<file path="config.mk">
export PLATFORM = sky130hd
export DESIGN_NAME = hilo_muldiv_ctrl_flat
export DESIGN_NICKNAME = d
export VERILOG_FILES = /design/src/rtl/hilo_muldiv_ctrl_if.sv /design/src/rtl/hilo_muldiv_ctrl.sv /design/src/flat_wrapper.sv
export SDC_FILE = /design/constraint.sdc
export NUM_CORES = 1
export LEC_CHECK = 0
export CORE_ASPECT_RATIO = 0.75
export CORE_MARGIN = 2
export CORE_UTILIZATION = 60
export CTS_CLUSTER_SIZE = 10
export DETAILED_ROUTE_END_ITERATION = 6
export PLACE_DENSITY = 0.82
export SLEW_MARGIN = 0
export SYNTH_ARGS = -nofsm -noshare
export SYNTH_HDL_FRONTEND = slang
export SYNTH_SLANG_ARGS = --single-unit
</file>
<file path="constraint.sdc">
create_clock -name clk -period 4.4 [get_ports clk]
set_input_delay 0.44 -clock clk [delete_from_list [all_inputs] [get_ports clk]]
set_output_delay 0.44 -clock clk [all_outputs]
set_load 0.02 [all_outputs]
</file>
<file path="src/rtl/hilo_muldiv_ctrl_if.sv">
// Request/result bundle between the execute stage and the HI/LO mul/div sequencer.
interface hilo_muldiv_ctrl_if #(
    parameter int WIDTH = 32
) ();
    logic             start;
    logic [2:0]       op;
    logic [WIDTH-1:0] a;
    logic [WIDTH-1:0] b;
    logic             busy;
    logic             done;
    logic [WIDTH-1:0] hi;
    logic [WIDTH-1:0] lo;

    modport master (output start, op, a, b, input busy, done, hi, lo);
    modport slave  (input start, op, a, b, output busy, done, hi, lo);
endinterface

</file>
<file path="src/rtl/hilo_muldiv_ctrl.sv">
// Iterative MULT/MULTU/DIV/DIVU sequencer owning HI/LO; 33 edges from accept to commit.
// busy stalls the pipeline; start is ignored entirely while busy, MTHI/MTLO write in one edge.
module hilo_muldiv_ctrl #(
    parameter int WIDTH = 32
) (
    input  logic                clk,
    input  logic                reset,
    hilo_muldiv_ctrl_if.slave   bus
);
    localparam int CW = $clog2(WIDTH);

    localparam logic [1:0] S_IDLE = 2'd0;
    localparam logic [1:0] S_MUL  = 2'd1;
    localparam logic [1:0] S_DIV  = 2'd2;
    localparam logic [1:0] S_FIX  = 2'd3;

    localparam logic [2:0] OP_MULT  = 3'b000;
    localparam logic [2:0] OP_MULTU = 3'b001;
    localparam logic [2:0] OP_DIV   = 3'b010;
    localparam logic [2:0] OP_DIVU  = 3'b011;
    localparam logic [2:0] OP_MTHI  = 3'b100;
    localparam logic [2:0] OP_MTLO  = 3'b101;

    logic [1:0]         state_q, state_d;
    logic [CW-1:0]      cnt_q, cnt_d;
    logic [2*WIDTH-1:0] acc_q, acc_d;
    logic [WIDTH-1:0]   opnd_q, opnd_d;
    logic               is_div_q, is_div_d;
    logic               neg_q, neg_d;
    logic               rneg_q, rneg_d;
    logic               dbz_q, dbz_d;
    logic [WIDTH-1:0]   hi_q, hi_d;
    logic [WIDTH-1:0]   lo_q, lo_d;
    logic               done_q, done_d;

    logic               is_signed;
    logic [WIDTH-1:0]   a_abs, b_abs;
    logic [WIDTH:0]     mul_sum;
    logic [WIDTH:0]     div_shift, div_diff;
    logic [2*WIDTH-1:0] mul_next, div_next, prod_fix;
    logic [WIDTH-1:0]   quo_fix, rem_fix;

    assign is_signed = ~bus.op[0];
    assign a_abs     = (is_signed && bus.a[WIDTH-1]) ? -bus.a : bus.a;
    assign b_abs     = (is_signed && bus.b[WIDTH-1]) ? -bus.b : bus.b;

    // Multiply: acc = {partial product, remaining multiplier bits}, shifted right each step.
    assign mul_sum  = {1'b0, acc_q[2*WIDTH-1:WIDTH]} + {1'b0, (acc_q[0] ? opnd_q : {WIDTH{1'b0}})};
    assign mul_next = {mul_sum, acc_q[WIDTH-1:1]};

    // Divide: acc = {remainder, dividend bits being replaced by quotient bits}.
    assign div_shift = acc_q[2*WIDTH-1:WIDTH-1];
    assign div_diff  = div_shift - {1'b0, opnd_q};
    assign div_next  = div_diff[WIDTH] ? {div_shift[WIDTH-1:0], acc_q[WIDTH-2:0], 1'b0}
                                       : {div_diff[WIDTH-1:0],  acc_q[WIDTH-2:0], 1'b1};

    // Divide-by-zero naturally leaves rem=|a| (sign-restored to a); only the quotient is forced.
    assign prod_fix = neg_q ? -acc_q : acc_q;
    assign quo_fix  = dbz_q ? {WIDTH{1'b1}} : (neg_q ? -acc_q[WIDTH-1:0] : acc_q[WIDTH-1:0]);
    assign rem_fix  = rneg_q ? -acc_q[2*WIDTH-1:WIDTH] : acc_q[2*WIDTH-1:WIDTH];

    always_comb begin
        state_d  = state_q;
        cnt_d    = cnt_q;
        acc_d    = acc_q;
        opnd_d   = opnd_q;
        is_div_d = is_div_q;
        neg_d    = neg_q;
        rneg_d   = rneg_q;
        dbz_d    = dbz_q;
        hi_d     = hi_q;
        lo_d     = lo_q;
        done_d   = 1'b0;
        case (state_q)
            S_IDLE: begin
                if (bus.start) begin
                    case (bus.op)
                        OP_MULT, OP_MULTU, OP_DIV, OP_DIVU: begin
                            neg_d    = is_signed & (bus.a[WIDTH-1] ^ bus.b[WIDTH-1]);
                            rneg_d   = is_signed & bus.a[WIDTH-1];
                            dbz_d    = bus.op[1] && (bus.b == '0);
                            is_div_d = bus.op[1];
                            cnt_d    = '0;
                            if (bus.op[1]) begin
                                acc_d   = {{WIDTH{1'b0}}, a_abs};
                                opnd_d  = b_abs;
                                state_d = S_DIV;
                            end else begin
                                acc_d   = {{WIDTH{1'b0}}, b_abs};
                                opnd_d  = a_abs;
                                state_d = S_MUL;
                            end
                        end
                        OP_MTHI: hi_d = bus.a;
                        OP_MTLO: lo_d = bus.a;
                        default: ;
                    endcase
                end
            end
            S_MUL, S_DIV: begin
                acc_d = (state_q == S_DIV) ? div_next : mul_next;
                cnt_d = cnt_q + 1'b1;
                if (cnt_q == CW'(WIDTH-1)) begin
                    state_d = S_FIX;
                end
            end
            default: begin
                if (is_div_q) begin
                    hi_d = rem_fix;
                    lo_d = quo_fix;
                end else begin
                    hi_d = prod_fix[2*WIDTH-1:WIDTH];
                    lo_d = prod_fix[WIDTH-1:0];
                end
                done_d  = 1'b1;
                state_d = S_IDLE;
            end
        endcase
    end

    always_ff @(posedge clk) begin
        if (!reset) begin
            state_q  <= S_IDLE;
            cnt_q    <= '0;
            acc_q    <= '0;
            opnd_q   <= '0;
            is_div_q <= 1'b0;
            neg_q    <= 1'b0;
            rneg_q   <= 1'b0;
            dbz_q    <= 1'b0;
            hi_q     <= '0;
            lo_q     <= '0;
            done_q   <= 1'b0;
        end else begin
            state_q  <= state_d;
            cnt_q    <= cnt_d;
            acc_q    <= acc_d;
            opnd_q   <= opnd_d;
            is_div_q <= is_div_d;
            neg_q    <= neg_d;
            rneg_q   <= rneg_d;
            dbz_q    <= dbz_d;
            hi_q     <= hi_d;
            lo_q     <= lo_d;
            done_q   <= done_d;
        end
    end

    assign bus.busy = (state_q != S_IDLE);
    assign bus.done = done_q;
    assign bus.hi   = hi_q;
    assign bus.lo   = lo_q;
endmodule

</file>
<file path="src/flat_wrapper.sv">
// flat-port wrapper written by rule: the top's interface ports become plain ports
module hilo_muldiv_ctrl_flat 
#(
    parameter int WIDTH = 32
)
  (clk, reset, bus_start, bus_op, bus_a, bus_b, bus_busy, bus_done, bus_hi, bus_lo);
  hilo_muldiv_ctrl_if #(.WIDTH(WIDTH)) bus_i ();
  input  logic clk;
  input  logic reset;
  input wire logic [$bits(bus_i.start)-1:0] bus_start;
  input wire logic [$bits(bus_i.op)-1:0] bus_op;
  input wire logic [$bits(bus_i.a)-1:0] bus_a;
  input wire logic [$bits(bus_i.b)-1:0] bus_b;
  output wire logic [$bits(bus_i.busy)-1:0] bus_busy;
  output wire logic [$bits(bus_i.done)-1:0] bus_done;
  output wire logic [$bits(bus_i.hi)-1:0] bus_hi;
  output wire logic [$bits(bus_i.lo)-1:0] bus_lo;
  assign bus_i.start = bus_start;
  assign bus_i.op = bus_op;
  assign bus_i.a = bus_a;
  assign bus_i.b = bus_b;
  assign bus_busy = bus_i.busy;
  assign bus_done = bus_i.done;
  assign bus_hi = bus_i.hi;
  assign bus_lo = bus_i.lo;
  hilo_muldiv_ctrl #(.WIDTH(WIDTH)) u_core (.clk(clk), .reset(reset), .bus(bus_i));
endmodule
</file>
# After elaboration in Yosys (flattened, before gate mapping)
# Index checks and enable logic that the tools add are counted.
dict set report totals {
  register_bits 172
  inputBits 70
  output_inout_bits 66
  elab_cells 84
}
dict set report classes {
  n_addsub 8
  eq_ne 13
  n_mux 31
  bitwise 5
  reduce_logical 16
}
# cell n
set ops {}
lappend ops {{$mux 32} 14}
lappend ops {{$mux 64} 5}
lappend ops {{$neg 32->32} 4}
lappend ops {{$pmux 32 s2} 2}
lappend ops {{$pmux 64 s2} 1}
lappend ops {{$neg 64->64} 1}
lappend ops {{$add 32x32->33} 1}
lappend ops {{$sub 33x32->33} 1}
lappend ops {{$logic_not 32->1} 1}
lappend ops {{$reduce_and 3->1} 5}
lappend ops {{$mux 5} 2}
lappend ops {{$pmux 5 s2} 1}
lappend ops {{$mux 2} 4}
lappend ops {{$ne 2x2->1 const B} 4}
lappend ops {{$eq 3x2->1 const B} 2}
lappend ops {{$eq 3x3->1 const B} 2}
lappend ops {{$add 5x1->5 const B} 1}
lappend ops {{$eq 5x5->1 const B} 1}
lappend ops {{$pmux 2 s2} 1}
lappend ops {{$reduce_bool 2->1} 2}
lappend ops {{$reduce_or 4->1} 1}
lappend ops {{$eq 3x1->1 const B} 1}
lappend ops {{$logic_and 1x1->1} 3}
lappend ops {{$logic_not 3->1} 1}
lappend ops {{other kinds (10)} 12}

# Depth between registers and ports, before layout
dict set report depth {
  ltp_word 7
  depth_mapped 14
  mapped_depth_nobuf 13
}

# Worst setup path after synthesis
# Ideal clock, no wire load.
dict set report synth_timing {
  path_type {reg2reg}
  from {register u_core.acc_q[0]}
  to {register u_core.acc_q[61]}
  setup_time_ns 0.120
  arrival_ns 3.027
  required_time_ns 4.280
  slack_ns 1.254
  path_stages_with_launch 13
  n_path_buf 1
  synth_period_minus_slack_ns 3.146
  path_cell_list {dfxtp_1 > inv_1 > clkbuf_1 > nor2_1 > ha_1 > a2111o_1 > o21ai_0 > o31ai_1 > a21o_1 > a311oi_1 > o21ai_1 > mux2i_1 > a211o_1}
}
dict set report synth_via {
  elab_chain_len 4
}
# item line_no
set synth_lines {}
lappend synth_lines {{start: declaration} hilo_muldiv_ctrl.sv:26} ;# logic [2*WIDTH-1:0] acc_q, acc_d;
lappend synth_lines {{start signal: assignment} hilo_muldiv_ctrl.sv:125} ;# acc_q <= '0;
lappend synth_lines {{start signal: assignment} hilo_muldiv_ctrl.sv:137} ;# acc_q <= acc_d;
lappend synth_lines {{$mux 32} hilo_muldiv_ctrl.sv:48} ;# assign mul_sum = {1'b0, acc_q[2*WIDTH-1:WIDTH]} + {1'b0, (acc_q[0] ? opnd_q : {WIDTH{1'b0}})};
lappend synth_lines {{$add 32x32->33} hilo_muldiv_ctrl.sv:48}
lappend synth_lines {{$mux 64} hilo_muldiv_ctrl.sv:101} ;# acc_d = (state_q == S_DIV) ? div_next : mul_next;
lappend synth_lines {{$pmux 64 s2} hilo_muldiv_ctrl.sv:74} ;# case (state_q)
# Every way passes these cells.
# A chain may end at the register's enable or synchronous reset.

# Worst setup path in the final report
dict set report layout_timing {
  from {register u_core.acc_q[31]}
  to {register u_core.acc_q[51]}
}
dict set report layout_via {
  elab_chain_len 4
}
# item line_no
set layout_lines {}
lappend layout_lines {{$sub 33x32->33} hilo_muldiv_ctrl.sv:53} ;# assign div_diff = div_shift - {1'b0, opnd_q};
lappend layout_lines {{$mux 64} hilo_muldiv_ctrl.sv:54} ;# assign div_next = div_diff[WIDTH] ? {div_shift[WIDTH-1:0], acc_q[WIDTH-2:0], 1'b0}
lappend layout_lines {{$mux 64} hilo_muldiv_ctrl.sv:101}
lappend layout_lines {{$pmux 64 s2} hilo_muldiv_ctrl.sv:74}
# Every way passes these cells.

==> impl_results.md <==
* GPL Wtd Cong at 1.040
* Mean Syn Cell Area at 7.299 µm²
* Worst vdd ir at 0.4706 mV
* Post-Synth XOR/XNOR Area at 0.1003
* Main combinational cell family by area after synthesis: compound AO/OA/AOI/OAI gates
* Design area at 17160 µm²
* CORE AREA at 24220 µm²
* RSZ-0062 raised after global routing: no
* Arr. time, crit path at 4310 ps
* Fmax at 249.9 MHz
* DRT iter0 DRCs at 2560
* # setup viols final at 0
* Leak pwr at 6.736 nW
* Synth top area share at 0.2306
* # fillers at 1988
* Routed Antenna Nets at 0
* CTS Buf Count at 17
* Site row count at 49
* Final Max Tran Viols at 0
* Largest net degree at the start of global routing at 82
* Pre-antenna DRT Iters at 7
* Flops & latches, synth at 172
* Vias in the first global route at 14999
* GRT Resource Usage Total at 0.4413
* Syn_nets at 2191
* Drt via density at 6.831
* Post-synthesis mux area share at 0.05212
* N_diodes at 0
* Post-synth EDFFs at 0
* Die area at 26180 µm²
* Share of flip-flops with an asynchronous set or reset at 0
* Placed Area at 16570 µm²
* Number of port buffers at 135
* Buffers from clock root to sink, at most at 2
* Final Skew at 11.65 ps
* Setup TNS at 0 ps
* Tcrit/Tclk final at 0.9095
* Minimum clock period at 4002 ps
* Root Driver: clkbuf_16
* Die height at 140.6 µm
* Post-CTS Hold Buffers at 0
* Post-synthesis compound-gate area fraction at 0.2853
* Wire length of the first global-routing pass at 87960 µm
* CP Data Required Time at 4710 ps
* Post-synthesis adder-cell area fraction at 0.06385
* Post-Route WL at 58420 µm
* Yosys warns at 0
* Area Overhead vs Synth at 14.88%
* Drt wl/cell at 23.69 µm
* CTS Sinks at 172
* Max_slew headroom at 0.1759
* Crit end category: flop
* Die width at 186.2 µm
* Max H-tree Level at 4
* Most numerous cell in the Yosys netlist: nor2_1
* Layout cell share with drive strength beyond 1 at 0.06979
* Remaining DRCs at 0
* Worst-Margin Slew at 1236 ps
* Grt ovf at 0
* Multi-input combinational cell area at 10690 µm²
* Post-CTS Setup Inserts at 0
* Max_cap viols at 0
* Startpoint Class: flop
* I/O pin count at 136
* Crit path kind: flop to flop
* Post-synthesis simple-gate area fraction at 0.2127
* Synth area leaders: dfxtp_1 (23%), a21oi_1 (7.4%), ha_1 (6.1%)
* Yosys cell types at 85
* Netlist Area Pre-Place at 14930 µm²
* Worst hold-check path type: flop to flop
* Skew-Pair Late Insertion Delay at 450 ps
* Largest area contributor in the netlist: dfxtp_1
* # resized after CTS at 0
* Final hold viol count at 0
* Mapped Cells at 2046
* Hpwl dp at 45050 µm
* Clk slew on worst S/H paths at 70 ps
* CTS tree: done
* Ys flop type: dfxtp_1
* Total number of vias at 16846
* Post-synth top cells: nor2_1 (228), a21oi_1 (222), nand2_1 (185), dfxtp_1 (172), o21ai_0 (157)
* Initial antenna violation count at 0
* Register area share after synthesis at 0.2306
* Starting Density at 0.6166
* Register area at 3443 µm²
* Layout Nets at 2267
* Crit Path Max Fanout at 14
* Power Dens Cells at 507.2 nW/µm²
* Status: complete, no violations
cell type report:
cell class,count,area share
repair buffers,184,0.09963
clock inverters,11,0.007731
flip-flops and latches,172,0.2007
clock buffers,21,0.02626
inverters,84,0.01838
multi-input cells,1663,0.6232
well taps,331,0.02414
cells in the final DEF, fill, tap and decap left out, types with 45 or more instances in the layout:
cell type	instances
a21oi_1	219
ha_1	71
buf_4	49
xnor2_1	104
mux2i_1	53
nor3_1	45
nand2_1	185
xor2_1	67
nand3_1	46
inv_1	81
o21ai_0	156
clkdlybuf4s50_1	133
nor2_1	226
dfxtp_1	172
through the flow:
step / util / power [mW] / cells / hold WS (ps) / worst slack, ps
after floorplan: - / 5.296 / 2046 / 431.9 / 1254
after global placement: 0.6843 / 6.837 / 2434 / 425.9 / 801.0
after detailed placement: 0.6843 / 6.941 / 2434 / 435.5 / 631.9
after CTS: 0.7084 / 8.508 / 2466 / 445.1 / 593.7
after global routing: 0.7084 / 9.086 / 2466 / 468.0 / 308.7
final: 0.7084 / 8.701 / 2466 / 440.4 / 398.2
path summary, 6_finish.rpt:
| check | endpoint | slack (ps) | cells after the start | from |
|---|---|---|---|---|
| worst min register to register | u_core.bus.hi[18]$_SDFFE_PN0P_ | 440 | 2 | u_core.bus.hi[18]$_SDFFE_PN0P_ |
| worst min-delay path | u_core.bus.hi[18]$_SDFFE_PN0P_ | 440 | 2 | u_core.bus.hi[18]$_SDFFE_PN0P_ |
| worst max register to register | u_core.acc_q[51]$_SDFFE_PN0P_ | 400 | 13 | u_core.acc_q[31]$_SDFFE_PN0P_ |
| worst max-delay path | u_core.acc_q[51]$_SDFFE_PN0P_ | 400 | 13 | u_core.acc_q[31]$_SDFFE_PN0P_ |
power by group:
part	switching [mW]	leakage, nW	internal, mW
Clock	0.724	0.279	0.862
Combinational	2.93	5.05	1.76
Sequential	0.447	1.40	1.98
cell families after synthesis:
logic type      after synthesis
compound gates              674
xor+xnor                    171
fa+ha+maj                    75
buf+inv                     211
flops                       172
mux                          75
simple gates                668
flip-flops by register name (all words and copies together), names as in the netlist:
register,flops
u_core.rneg_q,1
u_core.bus.hi,32
u_core.dbz_q,1
u_core.cnt_q,5
u_core.neg_q,1
u_core.acc_q,64
u_core.opnd_q,32
u_core.bus.done,1
u_core.state_q,2
u_core.is_div_q,1
u_core.bus.lo,32
layer usage:
metal  vias up  routed length, µm  global-route usage
li1       7567                  -                   -
met1      7806              23750              0.6261
met2      1301              22590              0.5960
met3       172               9829              0.1751
met4         0               2250              0.1612
met5         -                  0                   0
critical path: stages (launching register included):
cell and delay, ps:
dfxtp_1 430, inv_1 120, ha_1 240, fa_1 420
nand2b_1 190, a21oi_1 410, o211ai_1 190, a21oi_1 380
o211a_1 270, nor3_2 100, nor2_4 400, buf_4 350
mux2i_1 240, o221ai_1 120
Note: power is estimated with default switching activity, not from simulation.
